**src/rtl/wb_arbiter.sv**
```systemverilog
// -----------------------------------------------------------------------------
// wb_arbiter
//
// Owns the single write port of the integer register file. Merges in-order
// pipeline write-backs with out-of-order long-latency results (mult/div,
// FPU-to-int moves), which are buffered in a small FIFO. The pipe always
// wins. The FIFO drains whenever the pipe has nothing to write. A register
// scoreboard lets decode stall on registers that have a long-latency write
// in flight.
//
// Optional feature macro: WB_BYPASS_EN
//   When defined, a long-latency result goes straight to the output register
//   if it arrives while the FIFO is empty and the pipe is idle.
//
// Parameters
//   XLEN        data width
//   DEPTH       long-latency FIFO entries (power of two, >= 2)
//   STARVE_MAX  consecutive blocked cycles before wb_hold asserts (>= 1)
//
// Ports
//   clk, rst_b              clock (posedge), async active-low reset
//   p_valid/p_num/p_data    pipeline write-back (never back-pressured)
//   ll_valid/ll_ready/...   long-latency result handshake into the FIFO
//   q_rs/q_rt/q_rd          decode scoreboard queries
//   rs/rt/rd_pending        queried register has an in-flight ll write
//   wb_hold                 advisory request for an upstream write-back bubble
//   rd_we/rd_num/rd_data    registered register-file write port
// -----------------------------------------------------------------------------
module wb_arbiter #(
    parameter int XLEN       = 32,
    parameter int DEPTH      = 4,
    parameter int STARVE_MAX = 8
) (
    input  logic            clk,
    input  logic            rst_b,
    input  logic            p_valid,
    input  logic [4:0]      p_num,
    input  logic [XLEN-1:0] p_data,
    input  logic            ll_valid,
    output logic            ll_ready,
    input  logic [4:0]      ll_num,
    input  logic [XLEN-1:0] ll_data,
    input  logic [4:0]      q_rs,
    input  logic [4:0]      q_rt,
    input  logic [4:0]      q_rd,
    output logic            rs_pending,
    output logic            rt_pending,
    output logic            rd_pending,
    output logic            wb_hold,
    output logic            rd_we,
    output logic [4:0]      rd_num,
    output logic [XLEN-1:0] rd_data
);

    localparam int AW = $clog2(DEPTH);
    localparam int CW = $clog2(STARVE_MAX + 1);
    localparam logic [AW:0]   FULL_CNT   = (AW + 1)'(DEPTH);
    localparam logic [CW-1:0] STARVE_LIM = CW'(STARVE_MAX);

    // FIFO storage and control
    logic [4:0]      r_fifo_num  [DEPTH];
    logic [XLEN-1:0] r_fifo_data [DEPTH];
    logic [DEPTH-1:0] r_fifo_vld;
    logic [AW-1:0]   r_wr_ptr;
    logic [AW-1:0]   r_rd_ptr;
    logic [AW:0]     r_count;

    // Output and starvation state
    logic            r_rd_we;
    logic [4:0]      r_rd_num;
    logic [XLEN-1:0] r_rd_data;
    logic [CW-1:0]   r_starve_cnt;
    logic            r_wb_hold;

    // Decode of this cycle's activity
    logic w_full;
    logic w_empty;
    logic w_xfer;
    logic w_pipe;
    logic w_bypass;
    logic w_push;
    logic w_pop;
    logic w_rs_hit;
    logic w_rt_hit;
    logic w_rd_hit;

    assign w_full  = (r_count == FULL_CNT);
    assign w_empty = (r_count == '0);

    // Readiness is forced low during reset so nothing is taken while the
    // FIFO is being discarded. A slot freed by a pop only reopens next cycle.
    assign ll_ready = rst_b && !w_full;
    assign w_xfer   = ll_valid && ll_ready;

    // A pipe write to r0 is no write at all, letting the FIFO drain.
    assign w_pipe = p_valid && (p_num != 5'd0);

`ifdef WB_BYPASS_EN
    assign w_bypass = w_xfer && (ll_num != 5'd0) && !w_pipe && w_empty;
`else
    assign w_bypass = 1'b0;
`endif

    // Results for r0 complete the handshake but are silently dropped.
    assign w_push = w_xfer && (ll_num != 5'd0) && !w_bypass;
    assign w_pop  = !w_pipe && !w_empty;

    // Scoreboard: match against every live FIFO entry.
    always_comb begin
        // NOTE: every always_comb output gets a default first, so no path can leave it unassigned and infer a latch.
        w_rs_hit = 1'b0;
        w_rt_hit = 1'b0;
        w_rd_hit = 1'b0;
        for (int i = 0; i < DEPTH; i++) begin
            if (r_fifo_vld[i] && (r_fifo_num[i] == q_rs)) w_rs_hit = 1'b1;
            if (r_fifo_vld[i] && (r_fifo_num[i] == q_rt)) w_rt_hit = 1'b1;
            if (r_fifo_vld[i] && (r_fifo_num[i] == q_rd)) w_rd_hit = 1'b1;
        end
    end

    // A result arriving this cycle is already in flight, enqueued or bypassed.
    assign rs_pending = (q_rs != 5'd0) && (w_rs_hit || (w_xfer && (ll_num == q_rs)));
    assign rt_pending = (q_rt != 5'd0) && (w_rt_hit || (w_xfer && (ll_num == q_rt)));
    assign rd_pending = (q_rd != 5'd0) && (w_rd_hit || (w_xfer && (ll_num == q_rd)));

    // FIFO payload: no reset needed, occupancy is tracked by r_fifo_vld.
    // NOTE: memory arrays are left out of reset. The valid bits and pointers alone define what is live.
    always_ff @(posedge clk) begin
        if (w_push) begin
            r_fifo_num[r_wr_ptr]  <= ll_num;
            r_fifo_data[r_wr_ptr] <= ll_data;
        end
    end

    // FIFO control. Reset discards every queued entry.
    always_ff @(posedge clk or negedge rst_b) begin
        if (!rst_b) begin
            // NOTE: sequential state uses non-blocking assignments so all registers update from pre-edge values.
            r_fifo_vld <= '0;
            r_wr_ptr   <= '0;
            r_rd_ptr   <= '0;
            r_count    <= '0;
        end else begin
            if (w_push) begin
                r_fifo_vld[r_wr_ptr] <= 1'b1;
                r_wr_ptr             <= r_wr_ptr + 1'b1;
            end
            if (w_pop) begin
                r_fifo_vld[r_rd_ptr] <= 1'b0;
                r_rd_ptr             <= r_rd_ptr + 1'b1;
            end
            case ({w_push, w_pop})
                2'b10:   r_count <= r_count + 1'b1;
                2'b01:   r_count <= r_count - 1'b1;
                default: r_count <= r_count;
            endcase
        end
    end

    // Register-file write port: pipe, then bypass, then FIFO head.
    // When idle, the number and data hold their last values.
    always_ff @(posedge clk or negedge rst_b) begin
        if (!rst_b) begin
            r_rd_we   <= 1'b0;
            r_rd_num  <= 5'd0;
            r_rd_data <= '0;
        end else if (w_pipe) begin
            r_rd_we   <= 1'b1;
            r_rd_num  <= p_num;
            r_rd_data <= p_data;
        end else if (w_bypass) begin
            r_rd_we   <= 1'b1;
            r_rd_num  <= ll_num;
            r_rd_data <= ll_data;
        end else if (w_pop) begin
            r_rd_we   <= 1'b1;
            r_rd_num  <= r_fifo_num[r_rd_ptr];
            r_rd_data <= r_fifo_data[r_rd_ptr];
        end else begin
            r_rd_we   <= 1'b0;
        end
    end

    // Starvation tracking. Once past the clear conditions, the FIFO is
    // non-empty and not popping, which means the pipe took the port.
    // wb_hold lags the counter by one cycle in both directions.
    always_ff @(posedge clk or negedge rst_b) begin
        if (!rst_b) begin
            r_starve_cnt <= '0;
            r_wb_hold    <= 1'b0;
        end else begin
            if (w_pop || w_empty) begin
                r_starve_cnt <= '0;
            end else if (r_starve_cnt != STARVE_LIM) begin
                r_starve_cnt <= r_starve_cnt + 1'b1;
            end
            r_wb_hold <= (r_starve_cnt == STARVE_LIM);
        end
    end

    assign rd_we   = r_rd_we;
    assign rd_num  = r_rd_num;
    assign rd_data = r_rd_data;
    assign wb_hold = r_wb_hold;

endmodule

```
**config.mk**
```make
export PLATFORM = sky130hd
export DESIGN_NAME = wb_arbiter
export DESIGN_NICKNAME = d
export VERILOG_FILES = /design/src/rtl/wb_arbiter.sv
export SDC_FILE = /design/constraint.sdc
export NUM_CORES = 1
export LEC_CHECK = 0
export ABC_AREA = 0
export ABC_CLOCK_PERIOD_IN_PS = 2300
export BUFFER_PORTS_ARGS = -buffer_cell sky130_fd_sc_hd__buf_2
export CORE_ASPECT_RATIO = 0.8
export CORE_MARGIN = 4
export CORE_UTILIZATION = 50
export CTS_CLUSTER_DIAMETER = 150
export DETAILED_ROUTE_END_ITERATION = 8
export GPL_TIMING_DRIVEN = 0
export PLACE_DENSITY_LB_ADDON = 0.3
export SYNTH_ARGS = -nofsm -noshare
export SYNTH_HDL_FRONTEND = slang
export SYNTH_SLANG_ARGS = --single-unit
```
**constraint.sdc**
```tcl
create_clock -name clk -period 2.3 [get_ports clk]
set_clock_uncertainty 0.05 [all_clocks]
set_input_delay 0.115 -clock clk [delete_from_list [all_inputs] [get_ports clk]]
set_output_delay 0.115 -clock clk [all_outputs]
set_load 0.05 [all_outputs]
```
==> impl_metrics.csv <==
group,metric,value,unit
status,status,"completed",
place,dp_hpwl,13500,µm
synth,syn_area_per_cell,15.8,µm²
sta,rsz0062_at_grt,"true",
floorplan,start_util,51.0,%
routing,num_vias,5753,
cts,clk_pin_slew,0.06,ns
setup_path,critPathCapture,"rt_pending",
synth,synthAdderAreaFrac,1.78,%
sta,worst_pin_slew,0.684,ns
grt,grt_max_degree,55,
sta,fin_setup_tns,0,ns
floorplan,num_rows,43,
synth,yosysTopAreaCell,"edfxtp_1",
routing,dr.pass1.iters,5,
setup_path,r2r-start,"r_count[1]",
routing,ant_nets,0,
synth,syn-cell-area,8860,µm²
cts,htree_levels,1,
floorplan,die_h,127,µm
grt,grt_first_pass_wirelength,33600,µm
synth,synth_xor_area_share,8.20,%
synth,ys_types,32,
floorplan,coreArea,17400,µm²
routing,drtIter0Drc,412,
setup_path,rrSetupSlack,0.14,ns
routing,via_per_inst,5.56,
synth,ys_async_sr_fraction,26.7,%
floorplan,io_pins,136,
grt,grt_antenna_before_repair,2,
power,power_leakage,0.00427,µW
synth,yosys.area_share.simple,5.10,%
sta,relSlewSlack,54.4,%
cts,cts_root_buf,"clkbuf_16",
synth,ys_ff_latch,202,
place,post-place-ws,-1.60,ns
cts,cts_tree,"done",
synth,synth_ff_type,"edfxtp_1",
setup_path,r2r_cells,9,
place,gp_congestion,0.911,
sta,fmax,443,MHz
power,powerDensity,1100,nW/µm²
synth,syn_nets,667,
synth,synthMuxAreaShare,13.8,%
routing,routed_wl,22000,µm
place,io_buffer_count,120,
cts,clkSinkCount,202,
cells_and_area,drive_above_1_share,29.0,%
sta,hold_viol_final,0,
setup_path,required,2.13,ns
sta,finalSetupViolations,0,
synth,syn_inst,562,
setup_path,critPathKind,"reg -> out",
synth,seq_area_frac_synth,65.4,%
worst_hold_path,holdCritStartpoint,"ll_valid",
floorplan,die_w,157,µm
grt,track_usage,22.0,%
cts,cts_buffers,21,
synth,synth_top_family_by_area,"multiplexers",
place,dpl.cell_count,907,
cells_and_area,fillers,1224,
setup_path,critical_path_arrival,2.09,ns
synth,synth_top_cell_area_share,50.2,%
run,maxCapViolations,0,
synth,synth_most_common_cell,"edfxtp_1",
setup_path,end_kind,"output pin",
setup_path,startpoint,"r_fifo_num[2][0]",
synth,synth.top_cells.by_area,"edfxtp_1 (50%), dfrtp_1 (15%), mux4_2 (9.4%), xor2_1 (5.5%), mux2i_1 (4.3%)",
cells_and_area,area_growth,29.0,%
cts,worstSkewPairLatency,0.50,ns
cells_and_area,nets,898,
power,ir_drop,0.739,mV
sta,period_share,98.1,%
sta,period_minus_slack,2.26,ns
grt,grt_overflow,0,
worst_hold_path,hp-class,"in -> reg",
floorplan,dieArea,19900,µm²
routing,drc,0,
setup_path,start_kind,"register",
setup_path,crit_fanout,4,
cts,cts_max_path_buffers,3,
sta,setup_ws,0.0428,ns
synth,yosysWarnings,0,
sta,drv_slew,0,
grt,grt_pass1_vias,6129,
synth,synthTopCellsByCount,"edfxtp_1 (148), xor2_1 (56), dfrtp_1 (54)",
synth,synth_compound_area_share,3.29,%
cells_and_area,fin_cells,1035,
routing,post_drt_wl_per_cell,21.2,µm
setup_path,reg2reg_to,"r_count[2]",
synth,synth-edff-count,148,
[through the flow]
| step | hold WS (ns) | area, µm² | power [µW] | utilization [%] |
|---|---|---|---|---|
| 6_report | 0.00190 | 11400 | 12500 | 65.8 |
| 2_1_floorplan | -0.231 | 8870 | 7870 | - |
| 3_3_place_gp | 0.276 | 9750 | 8800 | 56.1 |
| 3_5_place_dp | 0.283 | 9750 | 8930 | 56.1 |
| 5_1_grt | 0.00135 | 11400 | 13100 | 65.8 |
| 4_1_cts | 0.0365 | 11300 | 12500 | 65.0 |
[registers in the layout, indices dropped and copies added (netlist names)]
name and flops:
r_count 3, r_rd_ptr 2, r_fifo_data 128, rd_num 5, r_fifo_vld 4, r_wr_ptr 2
rd_we 1, wb_hold 1, r_fifo_num 20, r_starve_cnt 4, rd_data 32
[cells in the final DEF (no fill, tap or decap), types with 3 or more instances in the layout]
| cell type | instances |
|---|---|
| a21oi_1 | 36 |
| a2bb2oi_1 | 4 |
| and2_4 | 4 |
| buf_2 | 127 |
| buf_4 | 16 |
| buf_6 | 4 |
| bufinv_16 | 3 |
| clkbuf_1 | 23 |
| clkbuf_16 | 21 |
| dfrtp_1 | 52 |
| dlygate4sd3_1 | 76 |
| edfxtp_1 | 148 |
| ha_1 | 11 |
| inv_1 | 11 |
| mux2i_1 | 38 |
| mux4_2 | 37 |
| nand2_1 | 4 |
| nand3_1 | 16 |
| nand4_1 | 3 |
| nor2_1 | 39 |
| nor3_1 | 4 |
| nor4_1 | 10 |
| nor4_2 | 6 |
| o22a_1 | 3 |
| or4_1 | 4 |
| xnor2_1 | 27 |
| xor2_1 | 56 |
[cell type report]
| type | instances | area (µm²) | area share (%) |
|---|---|---|---|
| inverter | 11 | 41.3 | 0.361 |
| timing repair buffer | 207 | 1490 | 13.0 |
| tap | 225 | 282 | 2.46 |
| multi-input combinational | 314 | 2950 | 25.8 |
| sequential | 202 | 5800 | 50.7 |
| buffer | 36 | 173 | 1.51 |
| clock inverter | 11 | 144 | 1.26 |
| antenna | 2 | 5.00 | 0.0438 |
| clock buffer | 27 | 548 | 4.79 |
[worst min-delay path by stage]
stage / end / depth (start not counted)
2_1_floorplan: r_count[0] / 0
3_3_place_gp: r_fifo_data[2][6] / 1
3_5_place_dp: r_fifo_data[1][25] / 1
4_1_cts: r_wr_ptr[0] / 4
5_1_grt: r_wr_ptr[0] / 4
6_report: r_wr_ptr[0] / 4
[cell families (layout without fill, tap and decap cells)]
logic type               after synthesis  in the layout
adder cells (fa/ha/maj)               12             12
AND/OR/NAND/NOR                       92             93
multiplexers                          76             76
AO/OA/AOI/OAI                         50             50
buffers and inverters                 47            292
XOR/XNOR                              83             83
flip-flops                           202            202
other                                  0              2
[what timing repair did]
item                                   4_1_cts  5_1_grt
hold buffers                                77        0
endpoints found under the hold margin      239        0
gates cloned                                 1        0
pin swaps                                    2       12
resized for setup                           13       14
setup endpoints to repair                  158      118
buffers inserted                             2        8
[power by group]
part	switching (µW)	total (µW)	internal, µW	leakage [µW]
Clock	1360	3400	2040	0.000334
Sequential	390	4940	4550	0.00197
Combinational	2510	4170	1670	0.00197
[critical path, cell delays in order (launching register included)]
cell and delay (ns):
edfxtp_1 0.50, buf_4 0.19, xor2_1 0.16, nor4_2 0.21, nand3_1 0.11, nand4_1 0.11
o22a_1 0.15, buf_6 0.16
[metal layers]
layer | vias up | routed length, µm | track usage [%]
met1 | 2883 | 9250 | 30.0
met4 | 0 | 733 | 7.30
met3 | 54 | 1460 | 4.17
li1 | 2568 | - | -
met5 | - | 0 | 0
met2 | 248 | 10500 | 36.1
Power figures use the tool's default switching activity.
